<file path="src/rtl/rom_loader_pkg.sv">
// rom_loader_pkg: shared types and constants for the ROM download loader.
// Holds the FSM state type, the ROM region map and the special download indices.
package rom_loader_pkg;

  typedef enum logic [1:0] {
    IDLE  = 2'd0,
    LOAD  = 2'd1,
    DRAIN = 2'd2,
    DONE  = 2'd3
  } state_t;

  localparam int unsigned NREG_MAX = 6;
  localparam int unsigned OFS_W    = 17;

  // Region map in download address space: main, sound, chars, tiles, sprites, proms
  localparam logic [31:0] REG_BASE [NREG_MAX] = '{
    32'h00000, 32'h10000, 32'h12000, 32'h16000, 32'h26000, 32'h36000
  };
  localparam logic [31:0] REG_SIZE [NREG_MAX] = '{
    32'h10000, 32'h02000, 32'h04000, 32'h10000, 32'h10000, 32'h00300
  };

  localparam logic [7:0] ROM_INDEX = 8'd0;
  localparam logic [7:0] MOD_INDEX = 8'd1;
  localparam logic [7:0] DIP_INDEX = 8'd254;

endpackage

</file>
<file path="src/rtl/rom_region_dec.sv">
// rom_region_dec: combinational decode of a download address into a one-hot
// region select and the byte offset inside that region.
module rom_region_dec
  import rom_loader_pkg::*;
#(
  parameter int unsigned NREG = 6,
  parameter int unsigned AW   = 25
) (
  input  logic [AW-1:0]    addr,
  output logic [NREG-1:0]  region,
  output logic [OFS_W-1:0] offset,
  output logic             out_of_range
);

  logic [31:0] addr_w;

  // Match the address against each region window; regions never overlap
  always_comb begin
    addr_w = 32'(addr);
    region = '0;
    offset = '0;
    for (int i = 0; i < int'(NREG); i++) begin
      if (addr_w >= REG_BASE[i] && addr_w < (REG_BASE[i] + REG_SIZE[i])) begin
        region[i] = 1'b1;
        offset    = OFS_W'(addr_w - REG_BASE[i]);
      end
    end
    out_of_range = ~|region;
  end

endmodule

</file>
<file path="src/rtl/rom_loader.sv">
// rom_loader: turns the HPS ioctl download stream into ROM region writes,
// captures DIP switch and PCB-variant bytes, and reports load status.
// Optional feature: define ROM_LOADER_CHECKSUM_EN to produce a 16-bit
// wrapping sum of all written ROM bytes on load_sum (tied to 0 otherwise).
module rom_loader
  import rom_loader_pkg::*;
#(
  parameter int unsigned NREG = 6,
  parameter int unsigned AW   = 25
) (
  input  logic             clk_sys,
  input  logic             RESET_n,
  input  logic             ioctl_download,
  input  logic             ioctl_wr,
  input  logic [7:0]       ioctl_index,
  input  logic [AW-1:0]    ioctl_addr,
  input  logic [7:0]       ioctl_dout,
  output logic             ioctl_wait,
  input  logic             rom_busy,
  output logic [NREG-1:0]  rom_we,
  output logic [16:0]      rom_addr,
  output logic [7:0]       rom_data,
  output logic [7:0]       dip1,
  output logic [7:0]       dip2,
  output logic             pcb_mod,
  output logic             load_done,
  output logic             load_err,
  output logic [15:0]      load_sum
);

  state_t            state;
  logic              dl_prev;
  logic              entry_valid;
  logic [NREG-1:0]   entry_region;
  logic [NREG-1:0]   dec_region;
  logic [OFS_W-1:0]  dec_offset;
  logic              dec_oor;
  logic              dl_fall;
  logic              start;
  logic              drain;
  logic              rom_wr;
  logic              take;
  logic              err_evt;

  rom_region_dec #(
    .NREG (NREG),
    .AW   (AW)
  ) u_dec (
    .addr         (ioctl_addr),
    .region       (dec_region),
    .offset       (dec_offset),
    .out_of_range (dec_oor)
  );

  // Download edge detection, holding-register handshake and error events
  always_comb begin
    dl_fall = ~ioctl_download & dl_prev;
    start   = ioctl_download & ~dl_prev & (ioctl_index == ROM_INDEX) &
              ((state == IDLE) | (state == DONE));
    drain   = entry_valid & ~rom_busy;
    rom_wr  = ioctl_wr & ioctl_download & (ioctl_index == ROM_INDEX) &
              ((state == LOAD) | start);
    take    = rom_wr & ~dec_oor & (~entry_valid | drain);
    err_evt = rom_wr & (dec_oor | (entry_valid & rom_busy));
  end

  assign ioctl_wait = entry_valid & rom_busy;
  assign rom_we     = drain ? entry_region : '0;

  // Previous download level; resets high so a download already in flight
  // at reset release is not mistaken for a new one
  always_ff @(posedge clk_sys or negedge RESET_n) begin
    if (!RESET_n) dl_prev <= 1'b1;
    else          dl_prev <= ioctl_download;
  end

  // Load sequencing FSM with registered done flag
  always_ff @(posedge clk_sys or negedge RESET_n) begin
    if (!RESET_n) begin
      state     <= IDLE;
      load_done <= 1'b0;
    end else begin
      case (state)
        IDLE, DONE: begin
          if (start) begin
            state     <= LOAD;
            load_done <= 1'b0;
          end
        end
        LOAD: begin
          if (dl_fall) state <= DRAIN;
        end
        DRAIN: begin
          if (!entry_valid) begin
            state     <= DONE;
            load_done <= 1'b1;
          end
        end
        default: state <= IDLE;
      endcase
    end
  end

  // One-entry holding register; refills in the same cycle it drains
  always_ff @(posedge clk_sys or negedge RESET_n) begin
    if (!RESET_n) begin
      entry_valid  <= 1'b0;
      entry_region <= '0;
      rom_addr     <= '0;
      rom_data     <= '0;
    end else if (take) begin
      entry_valid  <= 1'b1;
      entry_region <= dec_region;
      rom_addr     <= dec_offset;
      rom_data     <= ioctl_dout;
    end else if (drain) begin
      entry_valid  <= 1'b0;
    end
  end

  // Sticky error flag, cleared when a new ROM load begins
  always_ff @(posedge clk_sys or negedge RESET_n) begin
    if (!RESET_n)     load_err <= 1'b0;
    else if (start)   load_err <= err_evt;
    else if (err_evt) load_err <= 1'b1;
  end

  // DIP switch and PCB-variant capture from their own download indices
  always_ff @(posedge clk_sys or negedge RESET_n) begin
    if (!RESET_n) begin
      dip1    <= 8'hFF;
      dip2    <= 8'hFF;
      pcb_mod <= 1'b0;
    end else if (ioctl_wr && ioctl_download) begin
      if (ioctl_index == DIP_INDEX && ioctl_addr < AW'(8)) begin
        if (ioctl_addr == AW'(1)) dip1 <= ioctl_dout;
        if (ioctl_addr == AW'(2)) dip2 <= ioctl_dout;
      end
      if (ioctl_index == MOD_INDEX) pcb_mod <= (ioctl_dout == 8'h01);
    end
  end

`ifdef ROM_LOADER_CHECKSUM_EN
  // Wrapping sum of every byte written out; restarts with each ROM load
  always_ff @(posedge clk_sys or negedge RESET_n) begin
    if (!RESET_n)   load_sum <= '0;
    else if (start) load_sum <= '0;
    else if (drain) load_sum <= load_sum + 16'(rom_data);
  end
`else
  assign load_sum = '0;
`endif

endmodule

</file>
<file path="config.mk">
export PLATFORM = sky130hd
export DESIGN_NAME = rom_loader
export DESIGN_NICKNAME = d
export VERILOG_FILES = /design/src/rtl/rom_loader_pkg.sv /design/src/rtl/rom_region_dec.sv /design/src/rtl/rom_loader.sv
export SDC_FILE = /design/constraint.sdc
export NUM_CORES = 1
export LEC_CHECK = 0
export CAP_MARGIN = 20
export CORE_MARGIN = 4
export CORE_UTILIZATION = 35
export DETAILED_ROUTE_END_ITERATION = 16
export PLACE_DENSITY = 0.66
export SYNTH_ARGS = -nofsm -noshare
export SYNTH_HDL_FRONTEND = slang
export SYNTH_SLANG_ARGS = --single-unit
</file>
<file path="constraint.sdc">
create_clock -name clk_sys -period 2.2 [get_ports clk_sys]
set_clock_uncertainty 0.05 [all_clocks]
set_input_delay 0.55 -clock clk_sys [delete_from_list [all_inputs] [get_ports clk_sys]]
set_output_delay 0.55 -clock clk_sys [all_outputs]
set_load 0.02 [all_outputs]
</file>
==> results.yml, run 1 <==
die:
  rows: 33
  dieHeight_microns: 99.3
  core_sq_um: 8180
  io_pins: 113
  die-width_microns: 99.3
  design.die.area_sq_um: 9870
  initial_core_util_pct: 35.7
worst_setup_path:
  timing.rr.end: "rom_data[6]"
  critical_path_class: "input port to flop"
  max_stage_delay_ns: 0.52
  worst_setup_path_start_kind: "input port"
  rrSetupSlack_ns: -0.01
  cp.required_ns: 2.34
  end_kind: "flop"
  worst-r2r-cell-count: 9
  reg2reg_from: "state[0]"
  crit_chain: "clkbuf_2 > or4_4 > or2_4 > a2111oi_4 > o31ai_4 > buf_12 > mux2_4"
  cp_slowest_cell: "or4_4"
  cp_max_fo: 6
  cp.arrival_ns: 2.47
layout:
  final_cell_mix: "clkdlybuf4s50_1, buf_4, dfrtp_1"
  drive_gt1_share_pct: 45.8
  syn2layout_area_growth_pct: 61.7
  nets: 465
  fin_util_pct: 57.8
  n_antenna_cell: 0
  layout_commonest_cell: "clkdlybuf4s50_1"
  design_area_sq_um: 4720
synth:
  ys_seq_area_share_pct: 47.0
  ys.flop_type: "dfrtp_1"
  yosysTopAreaCell: "dfrtp_1"
  synth_area_leaders: "dfrtp_1, dfstp_2, mux2_2, mux2_4, buf_4"
  synth_edf_count: 0
  async_flop_share_pct: 100
  synthCells: 247
  yosys.area.top_type_share_pct: 31.7
  synth_warnings: 0
  syn-cell-area_sq_um: 2920
  ys_seq_elements: 54
  synth.distinct_cells: 52
  avgSynthCellArea_sq_um: 11.8
route:
  vias: 2464
  drt-initial-drc-count: 48
  drt-wirelength-per-cell_microns: 15.2
  postRouteAntennaNets: 0
  drc: 0
  firstDrtPassIters: 4
  vias_per_cell: 4.76
  wl_mm: 7.88
worst_hold_path:
  hp-class: "input port to async pin"
power_and_ir_drop:
  p_leak_nw: 2.18
  power_density_nw_per_um2: 391
  ir_worst_vdd_mv: 0.262
grt:
  grt.total_usage_pct: 15.8
  grt_max_degree: 24
  grt.overflow.total: 0
  grt_pass1_wl_mm: 12.7
  grt_pass1_vias: 2549
  antenna_found_initial: 0
timing:
  fin_crit_sh_pct: 106
  final-setup-viol-count: 45
  slew_headroom_pct: 63.7
  hold_violations: 0
  setup_ws_ns: -0.131
  rsz0062_at_grt: "true"
  tns_ns: -3.87
  max_clock_freq_mhz: 429
  min_period_ns: 2.33
  final_max_slew_viol_count: 0
  tightest_slew_ns: 0.544
cts:
  root_buffer: "clkbuf_8"
  clk_latency_ns: 0.30
  htree_levels: 2
  cts.path.max_buffers: 2
  cts_buffers: 5
  clock_sinks: 54
  clk_pin_slew_ns: 0.10
  cts_tree: "yes"
  hold_buffers: 0
outcome:
  violations: "setup timing"
  run_status: "finished, violations left"
flow_run:
  cap_viol_max_count: 0
placed_design:
  dp_hpwl_mm: 6.02
  port_buffers: 96
  post_dp_cell_area_sq_um: 4430
  gp_congestion: 0.797
[worst max-delay path by stage]
stage,slack [ns],from,endpoint
finish,-0.13,ioctl_addr[22],rom_data[6]
detailed placement,-0.91,ioctl_addr[13],rom_data[3]
global placement,-0.89,ioctl_addr[13],rom_addr[16]
global route,-0.18,ioctl_addr[22],rom_data[6]
floorplan,-0.48,ioctl_addr[22],rom_addr[0]
CTS,-0.21,ioctl_addr[18],rom_addr[10]
[power by group]
part,switching [mW],leakage [nW],internal (mW)
clock,0.335,0.0452,0.226
combinational,0.143,1.45,0.141
sequential,0.00260,0.682,0.998
[stage by stage]
| step | power, mW | cells | setup slack (ns) | hold slack (ns) |
|---|---|---|---|---|
| 5_1_grt | 1.92 | 518 | -0.182 | 0.197 |
| 6_report | 1.85 | 518 | -0.131 | 0.171 |
| 4_1_cts | 1.85 | 521 | -0.212 | 0.180 |
| 3_3_place_gp | 1.30 | 499 | -0.887 | 0.405 |
| 3_5_place_dp | 1.30 | 499 | -0.911 | 0.405 |
| 2_1_floorplan | 1.13 | 262 | -0.481 | 0.204 |
[critical path: cells and delay by family]
family          cells  cell delay [ns]
buf+inv             2             0.25
mux                 1             0.29
simple gates        2             0.82
compound gates      2             0.55
[cells in the mapped netlist, types with 6 or more instances]
master and count:
mux2_2 23, and2_1 7, nand2_1 21, mux2_4 15
nor2_1 6, buf_4 16, dfrtp_1 37, o21ai_0 10
a21oi_1 12, inv_1 8, dfstp_2 17, ha_1 7
[state kept, by name, summed over array words and instances (netlist names)]
signal / count
rom_addr: 17
dip1: 8
dip2: 8
rom_data: 8
entry_region: 6
state: 2
dl_prev: 1
entry_valid: 1
load_done: 1
load_err: 1
pcb_mod: 1
[final cells by class]
class	instances	area, sq um
timing repair buffer	166	1480
multi-input combinational	177	1630
inverter	8	30.0
fill	722	3450
clock buffer	6	72.6
tap	105	131
sequential	54	1370
clock inverter	2	13.8
[per-layer routing]
| metal | track usage [%] | up-vias | share of wire [%] |
|---|---|---|---|
| met1 | 20.3 | 1192 | 44 |
| met2 | 27.5 | 83 | 49 |
| met4 | 3.05 | 0 | 0.94 |
| met3 | 3.30 | 6 | 5.7 |
| li1 | - | 1183 | - |
| met5 | 0 | - | 0 |
[cells by family (layout without fill, tap and decap cells)]
family,Yosys count,after routing,synth area share (%)
mux,40,40,17.3
buf+inv,31,182,6.81
compound gates,37,37,9.60
xor+xnor,4,4,1.20
fa+ha+maj,7,7,3.00
flops,54,54,47.0
simple gates,73,73,15.0
other cells,1,16,0.128
[what timing repair did]
action	4_1_cts	5_1_grt
cloned	3	0
endpoints found under the setup margin	56	55
endpoints found under the hold margin	0	0
resized for setup	132	21
pin swaps	23	11
buffers inserted	11	1
Power figures use the tool's default switching activity.
==> run 2, diff against run 1 <==
- SKIP_CTS_REPAIR_TIMING: default -> 1
==> results.yml, run 2 (synthesis results as in run 1) <==
timing:
  fin_crit_sh_pct: 106
  slew_headroom_pct: 63.1
  fin_hold_ws_ns: 0.174
  final-setup-viol-count: 43
  tightest_slew_ns: 0.554
  setup_ws_ns: -0.141
  hold_violations: 0
  min_period_ns: 2.34
  max_clock_freq_mhz: 427
  rsz0062_at_grt: "true"
  final_max_slew_viol_count: 0
worst_setup_path:
  max_stage_delay_ns: 0.52
  path_delay_family: "simple AND/OR/NAND/NOR gates"
  cp.arrival_ns: 2.52
  crit_start: "ioctl_addr[18]"
  reg2reg_from: "state[0]"
  path_buf_inv: 2
  cp.required_ns: 2.38
  cp_slowest_cell: "or4_4"
  worst_setup_path_start_kind: "input port"
  critical_path_class: "input port to flop"
  cp_max_fo: 8
  end_kind: "flop"
  crit_chain: "clkbuf_2 > or4_4 > or2_4 > nor3_4 > nand3_4 > nor3b_4 > buf_12 > mux2_4"
grt:
  grt_pass1_wl_mm: 11.9
  grt.total_usage_pct: 14.7
  grt_pass1_vias: 2427
  grt_max_degree: 24
  grt.overflow.total: 0
  antenna_found_initial: 0
route:
  wl_met1_mm: 3.43
  drt-initial-drc-count: 80
  dr.max_layer_used: "met4"
  dr_wl_met2_mm: 3.90
  vias: 2467
  postRouteAntennaNets: 0
  wl_mm: 7.82
  wl_met3_microns: 429
  vias_per_cell: 4.79
  firstDrtPassIters: 4
  drt-wirelength-per-cell_microns: 15.2
  drc: 0
layout:
  n_antenna_cell: 0
  largest_register_ffs: 17
  final_cell_mix: "clkdlybuf4s50_1, buf_4, dfrtp_1"
  layout_commonest_cell: "clkdlybuf4s50_1"
  fill_cells: 716
  syn2layout_area_growth_pct: 62.8
  fin_util_pct: 58.2
  multi_input_area_sq_um: 1570
  drive_gt1_share_pct: 41.0
  top_register: "rom_addr"
  seqCellArea_sq_um: 1370
  nets: 462
worst_hold_path:
  hp-class: "input port to async pin"
flow_run:
  cap_viol_max_count: 0
cts:
  cts_buffers: 5
  cts_tree: "yes"
  cts.path.max_buffers: 2
  clock_sinks: 54
  clk_pin_slew_ns: 0.10
  htree_levels: 2
  clk_latency_ns: 0.30
  root_buffer: "clkbuf_8"
die:
  core_sq_um: 8180
  die-width_microns: 99.3
  design.die.area_sq_um: 9870
  rows: 33
  io_pins: 113
  dieHeight_microns: 99.3
  initial_core_util_pct: 35.7
placed_design:
  port_buffers: 96
  dp_hpwl_mm: 6.02
  pre_cts_ws_ns: -0.911
  gp_congestion: 0.797
power_and_ir_drop:
  power_density_nw_per_um2: 387
  ir_worst_vdd_mv: 0.263
  power_mw: 1.84
  p_leak_nw: 2.42
outcome:
  violations: "setup timing"
  run_status: "finished, violations left"
[run 2: cell count changes in the layout (fill, tap and decap cells not counted), moves of 4 or more]
cell and change:
clkbuf_2 +4, clkdlybuf4s15_1 -4, dlymetal6s2s_1 +25, dlygate4sd2_1 -8, buf_2 -14, buf_6 -4
[run 2: final cells by class]
cell class / count / share of cell area [%]
Inverter: 8 / 0.632
Clock buffer: 6 / 1.53
Tap cell: 105 / 2.76
Timing Repair Buffer: 163 / 32.9
Multi-Input combinational cell: 177 / 33.0
Sequential cell: 54 / 28.9
Clock inverter: 2 / 0.289
[run 2: final timing paths]
path	depth (start not counted)	slack, ns	to
max in group asynchronous	2	1.32	dip1[7]
min in group clk_sys	2	0.44	entry_region[4]
worst min-delay path	1	0.17	rom_addr[1]
worst max-delay path	8	-0.14	dip1[7]
worst min register to register	2	0.44	entry_region[4]
worst max register to register	9	-0.02	rom_data[6]
[run 2: routing by layer]
layer / global-route usage, % / vias to the layer above
li1: - / 1180
met1: 19.2 / 1206
met2: 25.3 / 77
met3: 3.23 / 4
met4: 2.84 / 0
met5: 0 / -
[run 2: stage by stage]
| step | instances | instance area [sq um] | setup TNS, ns |
|---|---|---|---|
| 2_1_floorplan | 262 | 3030 | -19.36 |
| 3_3_place_gp | 499 | 4430 | -42.84 |
| 3_5_place_dp | 499 | 4430 | -43.76 |
| 4_1_cts | 507 | 4520 | -27.70 |
| 5_1_grt | 515 | 4750 | -6.82 |
| 6_report | 515 | 4750 | -4.58 |
[run 2: report_power, final]
part	total (mW)	internal, mW	switching, mW
Combinational	0.284	0.145	0.139
Sequential	1.00	0.998	0.00260
Clock	0.557	0.226	0.331
==> run 3, diff against run 2 <==
--- a/config.mk
+++ b/config.mk
@@ -9,5 +9,5 @@
 export CORE_MARGIN = 4
-export CORE_UTILIZATION = 35
+export CORE_UTILIZATION = 40
 export DETAILED_ROUTE_END_ITERATION = 16
-export PLACE_DENSITY = 0.66
+export PLACE_DENSITY = 0.74
 export SKIP_CTS_REPAIR_TIMING = 1
==> constraint.sdc (replaced) <==
create_clock -name clk_sys -period 1.9 [get_ports clk_sys]
set_clock_uncertainty 0.05 [all_clocks]
set_input_delay 0.475 -clock clk_sys [delete_from_list [all_inputs] [get_ports clk_sys]]
set_output_delay 0.475 -clock clk_sys [all_outputs]
set_load 0.005 [all_outputs]
==> results.yml, run 3 (synthesis results as in run 1) <==
outcome:
  run_status: "finished, violations left"
  violations: "setup timing"
worst_setup_path:
  rrSetupSlack_ns: -0.35
  path_depth: 9
  worst_setup_path_start_kind: "input port"
  max_stage_delay_ns: 0.61
  worst-r2r-cell-count: 9
  cp_max_fo: 6
  crit_path_frequent_cell: "buf_6"
  end_kind: "flop"
  cp_slowest_cell: "o31ai_4"
  path_delay_family: "compound AO/OA/AOI/OAI gates"
  cp.required_ns: 2.05
  cp.arrival_ns: 2.51
  crit_chain: "buf_6 > ha_4 > buf_6 > and4b_1 > nand3_2 > a21oi_4 > o31ai_4 > clkbuf_16 > mux2_2"
  critical_path_class: "input port to flop"
  path_buf_inv: 3
die:
  die-width_microns: 93.4
  core_sq_um: 6940
  io_pins: 113
  rows: 30
  initial_core_util_pct: 42.1
  dieHeight_microns: 93.4
  design.die.area_sq_um: 8730
power_and_ir_drop:
  ir_worst_vdd_mv: 0.307
  power_density_nw_per_um2: 432
  p_leak_nw: 2.74
layout:
  design_area_sq_um: 5110
  top_register: "rom_addr"
  syn2layout_area_growth_pct: 75.0
  final_cell_mix: "buf_4, clkdlybuf4s50_1, dfrtp_1, dlymetal6s2s_1, mux2_4"
  layout_commonest_cell: "buf_4"
  nets: 470
  fill_cells: 454
  drive_gt1_share_pct: 46.4
  largest_register_ffs: 17
  n_antenna_cell: 0
grt:
  grt.overflow.total: 0
  grt_max_degree: 24
  grt_pass1_vias: 2367
  antenna_found_initial: 0
  grt_pass1_wl_mm: 11.4
  grt.total_usage_pct: 16.2
route:
  drt-initial-drc-count: 77
  vias_per_cell: 4.91
  postRouteAntennaNets: 0
  wl_mm: 8.73
  vias: 2526
  firstDrtPassIters: 4
  drt-wirelength-per-cell_microns: 17.0
  drc: 0
worst_hold_path:
  hp-class: "input port to async pin"
cts:
  clk_pin_slew_ns: 0.10
  root_buffer: "clkbuf_8"
  clock_sinks: 54
  clk_latency_ns: 0.30
  cts_buffers: 5
  cts_tree: "yes"
  htree_levels: 2
  cts.path.max_buffers: 2
placed_design:
  port_buffers: 96
  pre_cts_ws_ns: -1.11
  gp_congestion: 0.818
  post_dp_cell_area_sq_um: 4420
  dp_hpwl_mm: 5.80
timing:
  fin_hold_ws_ns: 0.0370
  final_max_slew_viol_count: 0
  hold_violations: 0
  max_clock_freq_mhz: 423
  final-setup-viol-count: 49
  slew_headroom_pct: 55.0
  rsz0062_at_grt: "true"
  tightest_slew_ns: 0.675
  fin_crit_sh_pct: 125
  min_period_ns: 2.37
  setup_ws_ns: -0.466
flow_run:
  cap_viol_max_count: 0
run 3: cell types whose count changed in the layout (fill, tap and decap cells not counted), moves of 4 or more:
cell | previous run | this run
ha_4 | 0 | 4
nand2_1 | 17 | 13
dlymetal6s2s_1 | 26 | 37
clkdlybuf4s50_1 | 62 | 53
clkbuf_2 | 6 | 2
run 3: final timing paths:
| kind | from | to |
|---|---|---|
| max in group asynchronous | RESET_n | dl_prev |
| worst max-delay path | ioctl_addr[13] | rom_data[1] |
| min in group clk_sys | ioctl_addr[3] | rom_addr[3] |
| worst max register to register | state[0] | rom_data[1] |
| worst min register to register | pcb_mod | pcb_mod |
| worst min-delay path | RESET_n | entry_region[1] |
run 3: per-layer routing:
metal / up-vias / wire length [microns] / part of all wire, % / global-route usage, %
met1: 1236 / 3570 / 41 / 22.2
met3: 7 / 583 / 6.7 / 3.06
met5: - / 0 / 0 / 0
met2: 90 / 4500 / 52 / 26.7
li1: 1193 / - / - / -
met4: 0 / 74 / 0.85 / 3.54
run 3: metrics by stage:
| step | total power [mW] | instances | utilization (%) | setup TNS [ns] |
|---|---|---|---|---|
| finish | 2.21 | 514 | 73.6 | -19.15 |
| global route | 2.30 | 514 | 73.6 | -22.01 |
| CTS | 2.17 | 497 | 65.1 | -36.74 |
| detailed placement | 1.48 | 489 | 63.6 | -53.54 |
| global placement | 1.48 | 489 | 63.6 | -52.26 |
| floorplan | 1.29 | 262 | - | -30.37 |
run 3: area by class of cell:
| cell class | count | area, sq um | share of cell area, % |
|---|---|---|---|
| tap | 96 | 120 | 2.35 |
| clock buffer | 7 | 96.3 | 1.88 |
| clock inverter | 1 | 8.76 | 0.171 |
| sequential | 54 | 1370 | 26.9 |
| multi-input combinational | 177 | 1720 | 33.7 |
| timing repair buffer | 171 | 1760 | 34.4 |
| inverter | 8 | 30.0 | 0.588 |
run 3: power by group:
part           total, mW  leakage [nW]  internal (mW)  switching (mW)
registers           1.16         0.682           1.16         0.00394
logic              0.344          2.00          0.189           0.155
clock network      0.705        0.0544          0.335           0.370
